**config.mk**
```make
export PLATFORM = sky130hd
export DESIGN_NAME = relu_vec_flat
export DESIGN_NICKNAME = d
export VERILOG_FILES = /design/src/rtl/relu_vec_if.sv /design/src/rtl/relu_vec.sv /design/src/flat_wrapper.sv
export SDC_FILE = /design/constraint.sdc
export NUM_CORES = 1
export LEC_CHECK = 0
export CAP_MARGIN = 20
export CORE_ASPECT_RATIO = 1.4
export CORE_MARGIN = 2
export CORE_UTILIZATION = 53
export CTS_CLUSTER_SIZE = 20
export DETAILED_ROUTE_END_ITERATION = 12
export GPL_ROUTABILITY_DRIVEN = 0
export GPL_TIMING_DRIVEN = 0
export PLACE_DENSITY = 0.85
export SETUP_SLACK_MARGIN = 0.2
export SLEW_MARGIN = 25
export SYNTH_ARGS = -nofsm -noshare
export SYNTH_HDL_FRONTEND = slang
export SYNTH_SLANG_ARGS = --single-unit
```
**constraint.sdc**
```tcl
create_clock -name clk -period 3.9 [get_ports clk]
set_clock_uncertainty 0.05 [all_clocks]
set_input_delay 0.39 -clock clk [delete_from_list [all_inputs] [get_ports clk]]
set_output_delay 0.39 -clock clk [all_outputs]
set_load 0.01 [all_outputs]
```
**src/rtl/relu_vec_if.sv**
```systemverilog
// rtl/relu_vec_if.sv - valid/ready vector stream bundle for relu_vec
// Purpose: groups the input and output vector handshakes of the activation unit.
// Parameter: CHANNELS - lanes per vector (each lane is one 32-bit float).
// Signals:
//   in_valid/in_ready/in_data/in_mode     - input vector handshake, data and per-vector mode
//   out_valid/out_ready/out_data          - result vector handshake and data
// Modports:
//   master - producer of input vectors / consumer of results (upstream + downstream side)
//   slave  - the activation unit itself
`timescale 1ns/1ps
interface relu_vec_if #(
   parameter int CHANNELS = 4
);
   logic                     in_valid;
   logic                     in_ready;
   logic [CHANNELS*32-1:0]   in_data;
   logic [1:0]               in_mode;
   logic                     out_valid;
   logic                     out_ready;
   logic [CHANNELS*32-1:0]   out_data;

   modport master (
      output in_valid, in_data, in_mode, out_ready,
      input  in_ready, out_valid, out_data
   );

   modport slave (
      input  in_valid, in_data, in_mode, out_ready,
      output in_ready, out_valid, out_data
   );
endinterface

```
**src/rtl/relu_vec.sv**
```systemverilog
// rtl/relu_vec.sv - two-stage pipelined multi-lane ReLU / derivative / leaky ReLU unit
// Purpose: applies a per-vector activation function to CHANNELS IEEE-754 single lanes.
//   Mode 0 relu, 1 relu derivative, 2 leaky relu, 3 pass-through; NaN lanes become 0x7FC00000.
// Optional feature: define RELU_LEAKY_EN to build the leaky exponent path for mode 2
//   (slope 2^-LEAK_SHIFT); without it mode 2 behaves exactly as mode 0.
// Ports:
//   clk       - clock, rising edge
//   rst_n     - asynchronous active-low reset
//   bus       - relu_vec_if.slave: input/output vector streams
//   busy      - a pipeline stage holds a vector
//   vec_count - output handshakes since reset, wraps
`timescale 1ns/1ps
module relu_vec #(
   parameter int CHANNELS   = 4,
   parameter int LEAK_SHIFT = 4,
   parameter int CNT_W      = 16
) (
   input  logic             clk,
   input  logic             rst_n,
   relu_vec_if.slave        bus,
   output logic             busy,
   output logic [CNT_W-1:0] vec_count
);
   localparam int          W          = CHANNELS * 32;
   localparam logic [31:0] QNAN       = 32'h7FC0_0000;
   localparam logic [31:0] ONE        = 32'h3F80_0000;
   localparam logic [31:0] NEG_ZERO   = 32'h8000_0000;
   localparam logic [1:0]  MODE_RELU  = 2'd0;
   localparam logic [1:0]  MODE_DERIV = 2'd1;
   localparam logic [1:0]  MODE_LEAKY = 2'd2;
   localparam logic [1:0]  MODE_PASS  = 2'd3;
`ifdef RELU_LEAKY_EN
   localparam logic [7:0]  LS8        = 8'(LEAK_SHIFT);
`endif

   if (CHANNELS < 1 || CHANNELS > 16) begin : g_bad_channels
      $error("relu_vec: CHANNELS must be 1..16");
   end
   if (LEAK_SHIFT < 1 || LEAK_SHIFT > 8) begin : g_bad_shift
      $error("relu_vec: LEAK_SHIFT must be 1..8");
   end

   logic                s1_valid;
   logic [W-1:0]        s1_data;
   logic [1:0]          s1_mode;
   logic [CHANNELS-1:0] s1_sign, s1_zero, s1_nan;
   logic                s2_valid;
   logic [W-1:0]        s2_data;
   logic [W-1:0]        s2_next;
   logic [CHANNELS-1:0] in_sign, in_zero, in_nan;
   logic                s2_adv;
   logic                out_fire;

   // S2 may take a new vector when it is empty or its current one leaves this cycle;
   // S1 moves in lockstep, so in_ready never looks at in_valid.
   assign out_fire     = s2_valid && bus.out_ready;
   assign s2_adv       = !s2_valid || bus.out_ready;
   assign bus.in_ready = !s1_valid || s2_adv;

   assign bus.out_valid = s2_valid;
   assign bus.out_data  = s2_data;
   assign busy          = s1_valid | s2_valid;

   // Lane classification done on the way into S1 so S2 only selects results.
   always_comb begin
      in_sign = '0;
      in_zero = '0;
      in_nan  = '0;
      for (int i = 0; i < CHANNELS; i++) begin
         in_sign[i] = bus.in_data[32*i+31];
         in_zero[i] = (bus.in_data[32*i+23 +: 8] == 8'h00);
         in_nan[i]  = (bus.in_data[32*i+23 +: 8] == 8'hFF) && (bus.in_data[32*i +: 23] != 23'd0);
      end
   end

   function automatic logic [31:0] lane_fn(input logic [31:0] x, input logic [1:0] mode,
                                           input logic sign, input logic zero, input logic nan);
      logic [1:0]  eff_mode;
      logic [31:0] r;
`ifdef RELU_LEAKY_EN
      eff_mode = mode;
`else
      eff_mode = (mode == MODE_LEAKY) ? MODE_RELU : mode;
`endif
      if (nan)
         r = QNAN;
      else if (eff_mode == MODE_PASS)
         r = x;
      else if (zero)
         r = (eff_mode == MODE_LEAKY) ? {sign, 31'b0} : 32'h0;
      else begin
         case (eff_mode)
            MODE_RELU:  r = sign ? 32'h0 : x;
            MODE_DERIV: r = sign ? 32'h0 : ONE;
            default: begin
`ifdef RELU_LEAKY_EN
               // Scaling by 2^-LEAK_SHIFT is an exponent subtract; results that would
               // go denormal are flushed to -0, and -inf stays -inf.
               if (!sign || x[30:23] == 8'hFF)
                  r = x;
               else if (x[30:23] > LS8)
                  r = {1'b1, x[30:23] - LS8, x[22:0]};
               else
                  r = NEG_ZERO;
`else
               r = sign ? 32'h0 : x;
`endif
            end
         endcase
      end
      return r;
   endfunction

   always_comb begin
      s2_next = '0;
      for (int i = 0; i < CHANNELS; i++)
         s2_next[32*i +: 32] = lane_fn(s1_data[32*i +: 32], s1_mode, s1_sign[i], s1_zero[i], s1_nan[i]);
   end

   always_ff @(posedge clk or negedge rst_n) begin
      if (!rst_n) begin
         s1_valid  <= 1'b0;
         s1_data   <= '0;
         s1_mode   <= '0;
         s1_sign   <= '0;
         s1_zero   <= '0;
         s1_nan    <= '0;
         s2_valid  <= 1'b0;
         s2_data   <= '0;
         vec_count <= '0;
      end else begin
         if (bus.in_ready) begin
            s1_valid <= bus.in_valid;
            if (bus.in_valid) begin
               s1_data <= bus.in_data;
               s1_mode <= bus.in_mode;
               s1_sign <= in_sign;
               s1_zero <= in_zero;
               s1_nan  <= in_nan;
            end
         end
         if (s2_adv) begin
            s2_valid <= s1_valid;
            if (s1_valid)
               s2_data <= s2_next;
         end
         if (out_fire)
            vec_count <= vec_count + CNT_W'(1);
      end
   end
endmodule

```
**src/flat_wrapper.sv**
```systemverilog
// flat-port wrapper written by rule: the top's interface ports become plain ports
module relu_vec_flat 
#(
   parameter int CHANNELS   = 4,
   parameter int LEAK_SHIFT = 4,
   parameter int CNT_W      = 16
)
  (clk, rst_n, busy, vec_count, bus_in_valid, bus_in_data, bus_in_mode, bus_out_ready, bus_in_ready, bus_out_valid, bus_out_data);
  relu_vec_if #(.CHANNELS(CHANNELS)) bus_i ();
  input  logic clk;
  input  logic rst_n;
  output logic busy;
  output logic [CNT_W-1:0] vec_count;
  input wire logic [$bits(bus_i.in_valid)-1:0] bus_in_valid;
  input wire logic [$bits(bus_i.in_data)-1:0] bus_in_data;
  input wire logic [$bits(bus_i.in_mode)-1:0] bus_in_mode;
  input wire logic [$bits(bus_i.out_ready)-1:0] bus_out_ready;
  output wire logic [$bits(bus_i.in_ready)-1:0] bus_in_ready;
  output wire logic [$bits(bus_i.out_valid)-1:0] bus_out_valid;
  output wire logic [$bits(bus_i.out_data)-1:0] bus_out_data;
  assign bus_i.in_valid = bus_in_valid;
  assign bus_i.in_data = bus_in_data;
  assign bus_i.in_mode = bus_in_mode;
  assign bus_i.out_ready = bus_out_ready;
  assign bus_in_ready = bus_i.in_ready;
  assign bus_out_valid = bus_i.out_valid;
  assign bus_out_data = bus_i.out_data;
  relu_vec #(.CHANNELS(CHANNELS), .LEAK_SHIFT(LEAK_SHIFT), .CNT_W(CNT_W)) u_core (.clk(clk), .rst_n(rst_n), .bus(bus_i), .busy(busy), .vec_count(vec_count));
endmodule
```
==> results by group, run 1 <==
Status
  • Outcome: completed

Synth
  • Unique masters post-synth: 35
  • Area of the mapped netlist: 0.01113 mm^2
  • Sequential share of the synthesized area: 0.6387
  • Yosys warning count: 0
  • Share of flip-flops with an asynchronous set or reset: 1.000
  • Top FF cell, synth: dfrtp_1
  • Post-synth EDFFs: 0
  • Mapped Cells: between 800 and 900
  • Synthesized flop and latch total: around 280
  • Syn nets: 942
  • Avg Synthesized Cell Area: 13.79 um^2

Cells and area
  • Layout fillers: 1,317
  • Post-layout util: 0.7398
  • Area delta synth->final: 36.68%
  • Register cell area after layout: 0.007107 mm^2
  • Footprint of the multi-input gates: 0.003702 mm^2
  • Layout cells sized above 1: 0.2249
  • Final nets: 1,253

Clock network
  • Post-CTS Setup Bufs: 0
  • H-tree levels: 1
  • Clock Tree Buf Depth: 3
  • CTS tree: built
  • Reg clk slew, reported paths: 0.07 ns
  • CTS buffer count: 26
  • Clock sink count: ~280
  • Root Buffer: clkbuf_16
  • Clock Latency Late Sink: 0.52 ns

Floorplanning
  • Die ar.: ~0.022 mm^2
  • Core area: 0.02056 mm^2
  • Initial core utilization: 0.5413
  • Num rows: 62
  • Die Y: 175.4 um
  • Die width: 126.5 um
  • IO Count: 281

Timing
  • Fin. Hold Viols: 0
  • Final worst-path cycle share: 0.5675
  • FMAX: roughly 450 MHz
  • Worst-margin pin slew: 0.7654 ns
  • Max Slew Vio Count: 0
  • Final TNS setup: 0 ns
  • Minimum clock period: 2.213 ns
  • Final setup violation count: 0
  • Slew headroom: 0.4850
  • RSZ-0062 raised after global routing: false

Worst setup path
  • Req. time, crit path: roughly 3.5 ns
  • Setup CP Type: reg2out
  • Critical Path Source Type: flop
  • Critical Path Sink Type: output pin
  • Crit-path max FO: 6
  • CP Cell Sequence: or2_2, clkdlybuf4s50_1
  • CP Data Arrival Time: between 1.5 and 2 ns
  • Max incr delay on CP: 0.50 ns
  • Slowest stage cell, crit path: clkdlybuf4s50_1

Routing
  • Drt pass-1 iters: 5
  • Vias: between 7k and 8k
  • Avg Vias per Cell: 5.686
  • Residual DRC count: 0
  • Detailed-route wire length: 28.73 mm
  • DR iter-0 viols: 357
  • Antenna Nets Post-Route: 0
  • Wire per inst: between 20 and 25 um

Global routing
  • Congestion Overflow GR: 0
  • Total track usage: 0.2561
  • Vias in the first global route: 8,493
  • Largest net degree at the start of global routing: 99
  • First-pass GRT wire length: 45.45 mm
  • Initial antenna violation count: 1

Place
  • Post-DP HPWL: 20.52 mm
  • IO buf count: 280

Power and ir drop
  • Power density cells: 555.0 mW/mm^2
  • Peak VDD IR: 0.4090 mV
  • Lkg Pwr: 6.470 nW

Worst hold path
  • Hold Path Class: in2async

Flow run
  • Max-cap violations: 0
cell usage after synthesis (all sizes together), types with 6 or more instances:
cell    number  area [um^2]
a21oi       36        180.2
a22o        88        813.3
buf         37        271.5
clkbuf       7        27.52
dfrtp      284         7107
mux2       131         1475
nand2       37        143.9
nand4       17        106.4
nor2        39        156.4
nor3         6        30.03
nor4        30        187.7
o21ai       44        220.2
o41ai        8        70.07
xnor2       10        87.58
area by class of cell:
cell class,instances,share of cell area
antenna,1,0.0001645
buffer,44,0.01966
clock buffer,39,0.05331
clock inverter,5,0.004936
inverter,5,0.001234
multi-input combinational,474,0.2434
sequential,284,0.4673
tap,256,0.02106
timing repair buffer,283,0.1889
stage by stage:
step	std cells	hold WS [ns]	cell area [um^2]	total power [W]	setup WS [ns]
final	1391	0.4212	15210	0.008441	1.687
after floorplan	807	0.04441	11130	0.004682	2.259
after detailed placement	1345	0.4104	14310	0.005859	1.482
after global routing	1391	0.4335	15210	0.008792	1.633
after global placement	1343	0.4078	14250	0.005788	-9.447
after CTS	1390	0.4032	15210	0.008494	1.666
worst max-delay path, delay by kind of cell (launching register included):
kind                   cells  cell delay, ns
buffers and inverters      1            0.50
flip-flops                 1            0.44
AND/OR/NAND/NOR            1            0.31
path summary, 6_finish.rpt:
path	from	to	slack [ns]	cells after the start
setup / recovery	u_core.bus.out_valid$_DFFE_PN0P_	busy	1.69	2
hold / removal	rst_n	u_core.bus.out_data[18]$_DFFE_PN0P_	0.42	2
setup reg to reg	u_core.vec_count[0]$_DFFE_PN0P_	u_core.vec_count[12]$_DFFE_PN0P_	1.94	5
hold reg to reg	u_core.bus.out_data[54]$_DFFE_PN0P_	u_core.bus.out_data[54]$_DFFE_PN0P_	0.43	2
max in group asynchronous	rst_n	u_core.s1_data[103]$_DFFE_PN0P_	2.42	3
min in group clk	bus_in_valid	u_core.s1_valid$_DFFE_PN0N_	0.42	2
routing by layer:
layer	global-route usage	wire, um
met1	0.3077	11000
met2	0.4661	15420
met3	0.04782	1701
met4	0.07647	603
met5	0	0
report_power, final:
part	internal, W	switching (W)	leakage [nW]
Clock	0.00156	0.00107	0.441
Sequential	0.00347	0.000344	3.49
Combinational	0.00116	0.000844	2.54
Total	0.00619	0.00225	6.47
registers in the layout (all words and copies together), names as in the netlist:
name,count
u_core.bus.out_data,128
u_core.s1_data,124
u_core.s1_valid,1
u_core.s1_zero,4
u_core.bus.out_valid,1
u_core.s1_sign,4
u_core.s1_nan,4
u_core.vec_count,16
u_core.s1_mode,2
layout by cell type, fill, tap and decap left out, types with 30 or more instances in the layout:
cell,n
a21oi_1,36
a22o_1,54
a22o_2,34
clkdlybuf4s50_1,279
dfrtp_1,284
mux2_2,131
nand2_1,35
nor2_1,35
nor4_1,30
o21ai_0,42
cells by family (layout without fill, tap and decap cells):
kind of cell / after synthesis / count (layout) / share of synthesized area
AO/OA/AOI/OAI: 180 / 180 / 0.1181
XOR/XNOR: 15 / 15 / 0.01181
adder cells (fa/ha/maj): 1 / 1 / 0.001124
buffers and inverters: 49 / 376 / 0.02856
flip-flops: 284 / 284 / 0.6387
multiplexers: 131 / 131 / 0.1326
other: 0 / 1 / 0
AND/OR/NAND/NOR: 147 / 147 / 0.06916
timing repair:
action / CTS / global route
hold buffers: 1 / 0
setup endpoints to repair: 0 / 0
gates resized for setup: 0 / 0
endpoints found under the hold margin: 90 / 0
(Power assumes the default switching activity.)
==> run 2: changes to the inputs <==
--- a/config.mk
+++ b/config.mk
@@ -8,12 +8,12 @@
 export CAP_MARGIN = 20
 export CORE_ASPECT_RATIO = 1.4
 export CORE_MARGIN = 2
-export CORE_UTILIZATION = 53
+export CORE_UTILIZATION = 44
 export CTS_CLUSTER_SIZE = 20
 export DETAILED_ROUTE_END_ITERATION = 12
 export GPL_ROUTABILITY_DRIVEN = 0
 export GPL_TIMING_DRIVEN = 0
-export PLACE_DENSITY = 0.85
+export PLACE_DENSITY = 0.76
 export SETUP_SLACK_MARGIN = 0.2
 export SLEW_MARGIN = 25
 export SYNTH_ARGS = -nofsm -noshare
==> constraint.sdc (replaced) <==
create_clock -name clk -period 2 [get_ports clk]
set_clock_uncertainty 0.05 [all_clocks]
set_input_delay 0.2 -clock clk [delete_from_list [all_inputs] [get_ports clk]]
set_output_delay 0.2 -clock clk [all_outputs]
set_load 0.01 [all_outputs]
==> results by group, run 2 (synthesis results as in run 1) <==
Status
  • Outcome: completed

Cells and area
  • Post-route non-filler standard cell count: 1,464 (+5.2%)
  • Layout cells sized above 1: 0.2472 (+0.02230)
  • Most common cell after layout, fill and taps aside: dfrtp_1
  • Area delta synth->final: 39.29%
  • Max FFs per register: 128 (unchanged)
  • Leading cell types in the layout, fill and taps excluded: dfrtp_1 (278), clkdlybuf4s50_1 (272), mux2_2 (131)
  • Ant diodes: 0 (-1)
  • Final nets: 1,262 (+0.72%)

Power and ir drop
  • Peak VDD IR: 0.7176 mV (+75%)
  • Power density cells: 1086 mW/mm^2 (+96%)
  • Lkg Pwr: 6.627 nW (+2.4%)

Timing
  • Slew headroom: 0.4974 (+0.01243)
  • Worst-margin pin slew: 0.7460 ns (-0.01946 ns)
  • Final worst-path cycle share: 0.8851
  • RSZ-0062 raised after global routing: true
  • Hold_ws: 0.2205 ns (-0.2006 ns)
  • Final setup violation count: 0 (unchanged)
  • Max Slew Vio Count: 0 (unchanged)
  • Minimum clock period: 1.770 ns
  • Final TNS setup: 0 ns (unchanged)
  • FMAX: 564.9 MHz
  • Fin. Hold Viols: 0 (unchanged)

Worst setup path
  • Slowest stage cell, crit path: dfrtp_2
  • Max incr delay on CP: 0.48 ns (-0.02 ns)
  • Critical Path Sink Type: flop
  • Req. time, crit path: 2.41 ns (-1.05 ns)
  • CP endpoint: u_core.bus.out_data[14]$_DFFE_PN0P_
  • Critical R2R Capture: u_core.bus.out_data[14]$_DFFE_PN0P_
  • CP Cell Sequence: o31ai_1, nor3b_4, buf_4, a22o_1
  • CP startpoint: u_core.s1_mode[0]$_DFFE_PN0P_
  • Crit-path max FO: 10 (+4)
  • Worst r2r path cells: 4 (-1)
  • Critical Path Source Type: flop
  • Setup CP Type: reg2reg
  • CP Data Arrival Time: 2.18 ns (+0.41 ns)
  • Reg2reg setup slack: 0.23 ns (-1.71 ns)
  • WP buf/inv: 1 (unchanged)
  • Number of cells on the critical path: 4 (+2)
  • FF-to-FF Start: u_core.s1_mode[0]$_DFFE_PN0P_
  • Top delay family on crit path: compound AO/OA/AOI/OAI gates

Clock network
  • Root Buffer: clkbuf_16
  • CTS buffer count: 28 (+7.7%)
  • Clock Tree Buf Depth: 3 (unchanged)
  • H-tree levels: 1 (unchanged)
  • Reg clk slew, reported paths: 0.07 ns (about the same)
  • Clock Latency Late Sink: 0.54 ns (+0.02 ns)
  • Clock sink count: 284 (unchanged)
  • CTS tree: built

Global routing
  • Initial antenna violation count: 1 (unchanged)
  • Congestion Overflow GR: 0 (unchanged)
  • Vias in the first global route: 8,399 (-1.1%)
  • Total track usage: 0.2157 (-0.04037)
  • Largest net degree at the start of global routing: 96 (-3.0%)
  • First-pass GRT wire length: 45.75 mm (+0.65%)

Worst hold path
  • Hold Path Class: in2reg

Routing
  • Detailed-route wire length: 29.16 mm (+1.5%)
  • Antenna Nets Post-Route: 0 (unchanged)
  • Wire per inst: 19.92 um (-3.5%)
  • DR iter-0 viols: 278 (-22%)
  • Residual DRC count: 0 (unchanged)
  • Avg Vias per Cell: 5.372 (-5.5%)
  • Drt pass-1 iters: 5 (unchanged)
  • Vias: 7,864 (-0.57%)

Flow run
  • Max-cap violations: 0 (unchanged)

Floorplanning
  • Die Y: 192.2 um (+9.5%)
  • Core area: 0.02476 mm^2 (+20%)
  • Die ar.: 0.02659 mm^2 (+20%)
  • Num rows: 68 (+9.7%)
  • Die width: 138.4 um (+9.4%)
  • IO Count: 281 (unchanged)
  • Initial core utilization: 0.4494 (-0.09185)

Place
  • Placed cell count: 1,405 (+4.5%)
  • IO buf count: 280 (unchanged)
  • Post-DP HPWL: 21.01 mm (+2.4%)
-- run 2: changes by cell type in the layout (fill, tap and decap cells not counted), moves of 3 or more --
cell,change
buf_4,+7
clkbuf_1,-3
clkbuf_2,+6
clkdlybuf4s50_1,-7
dfrtp_1,-6
dfrtp_2,+6
dlygate4sd2_1,+3
dlymetal6s2s_1,+3
-- run 2: through the flow --
| step | power, W | worst slack [ns] | instance area, um^2 | utilization |
|---|---|---|---|---|
| finish | 0.01683 | 0.2297 | 15500 | 0.6260 |
| global route | 0.01761 | 0.1216 | 15500 | 0.6260 |
| CTS | 0.01699 | 0.1395 | 15440 | 0.6236 |
| detailed placement | 0.01145 | -0.3073 | 14410 | 0.5821 |
| global placement | 0.01134 | -11.33 | 14320 | 0.5785 |
| floorplan | 0.009131 | 0.3585 | 11130 | - |
-- run 2: metal layers --
metal	track usage	part of all wire	wire length, um
met1	0.2639	0.40	11620
met2	0.3821	0.51	14960
met3	0.03989	0.054	1577
met4	0.08046	0.034	991
met5	0	0.00041	12
-- run 2: area by class of cell --
cell class	instances	area [um^2]
Tap cell	315	394.1
Fill cell	1922	9260
Buffer	44	314.1
Timing Repair Buffer	290	2947
Multi-Input combinational cell	474	3741
Sequential cell	284	7114
Inverter	5	18.77
Clock inverter	11	118.9
Clock buffer	41	850.8
-- run 2: worst min path at each step --
stage | cells after the start | to | from
2_1_floorplan | 0 | u_core.bus.out_data[0]$_DFFE_PN0P_ | rst_n
3_3_place_gp | 2 | u_core.bus.out_data[63]$_DFFE_PN0P_ | u_core.bus.out_data[63]$_DFFE_PN0P_
3_5_place_dp | 1 | u_core.bus.out_data[18]$_DFFE_PN0P_ | rst_n
4_1_cts | 2 | u_core.s1_valid$_DFFE_PN0N_ | bus_in_valid
5_1_grt | 2 | u_core.s1_sign[3]$_DFFE_PN0P_ | bus_in_data[127]
6_report | 2 | u_core.s1_mode[0]$_DFFE_PN0P_ | bus_in_mode[0]
-- run 2: timing repair --
action	CTS	global route
endpoints found under the setup margin	228	132
gates resized for setup	17	16
hold buffers	2	0
setup buffers	2	3
endpoints found under the hold margin	194	0
-- run 2: power breakdown --
group | switching [W] | internal (W) | total, W | leakage (nW)
clock network | 0.00224 | 0.00321 | 0.00545 | 0.480
registers | 0.000615 | 0.00678 | 0.00739 | 3.49
logic | 0.00168 | 0.00231 | 0.00399 | 2.66
==> run 3: changes to the inputs <==
--- a/config.mk
+++ b/config.mk
@@ -5,6 +5,7 @@
 export SDC_FILE = /design/constraint.sdc
 export NUM_CORES = 1
 export LEC_CHECK = 0
+export ABC_CLOCK_PERIOD_IN_PS = 2000
 export CAP_MARGIN = 20
 export CORE_ASPECT_RATIO = 1.4
 export CORE_MARGIN = 2
==> results of run 3 <==
The final DEF is identical to that of run 2; final timing and power are the same.
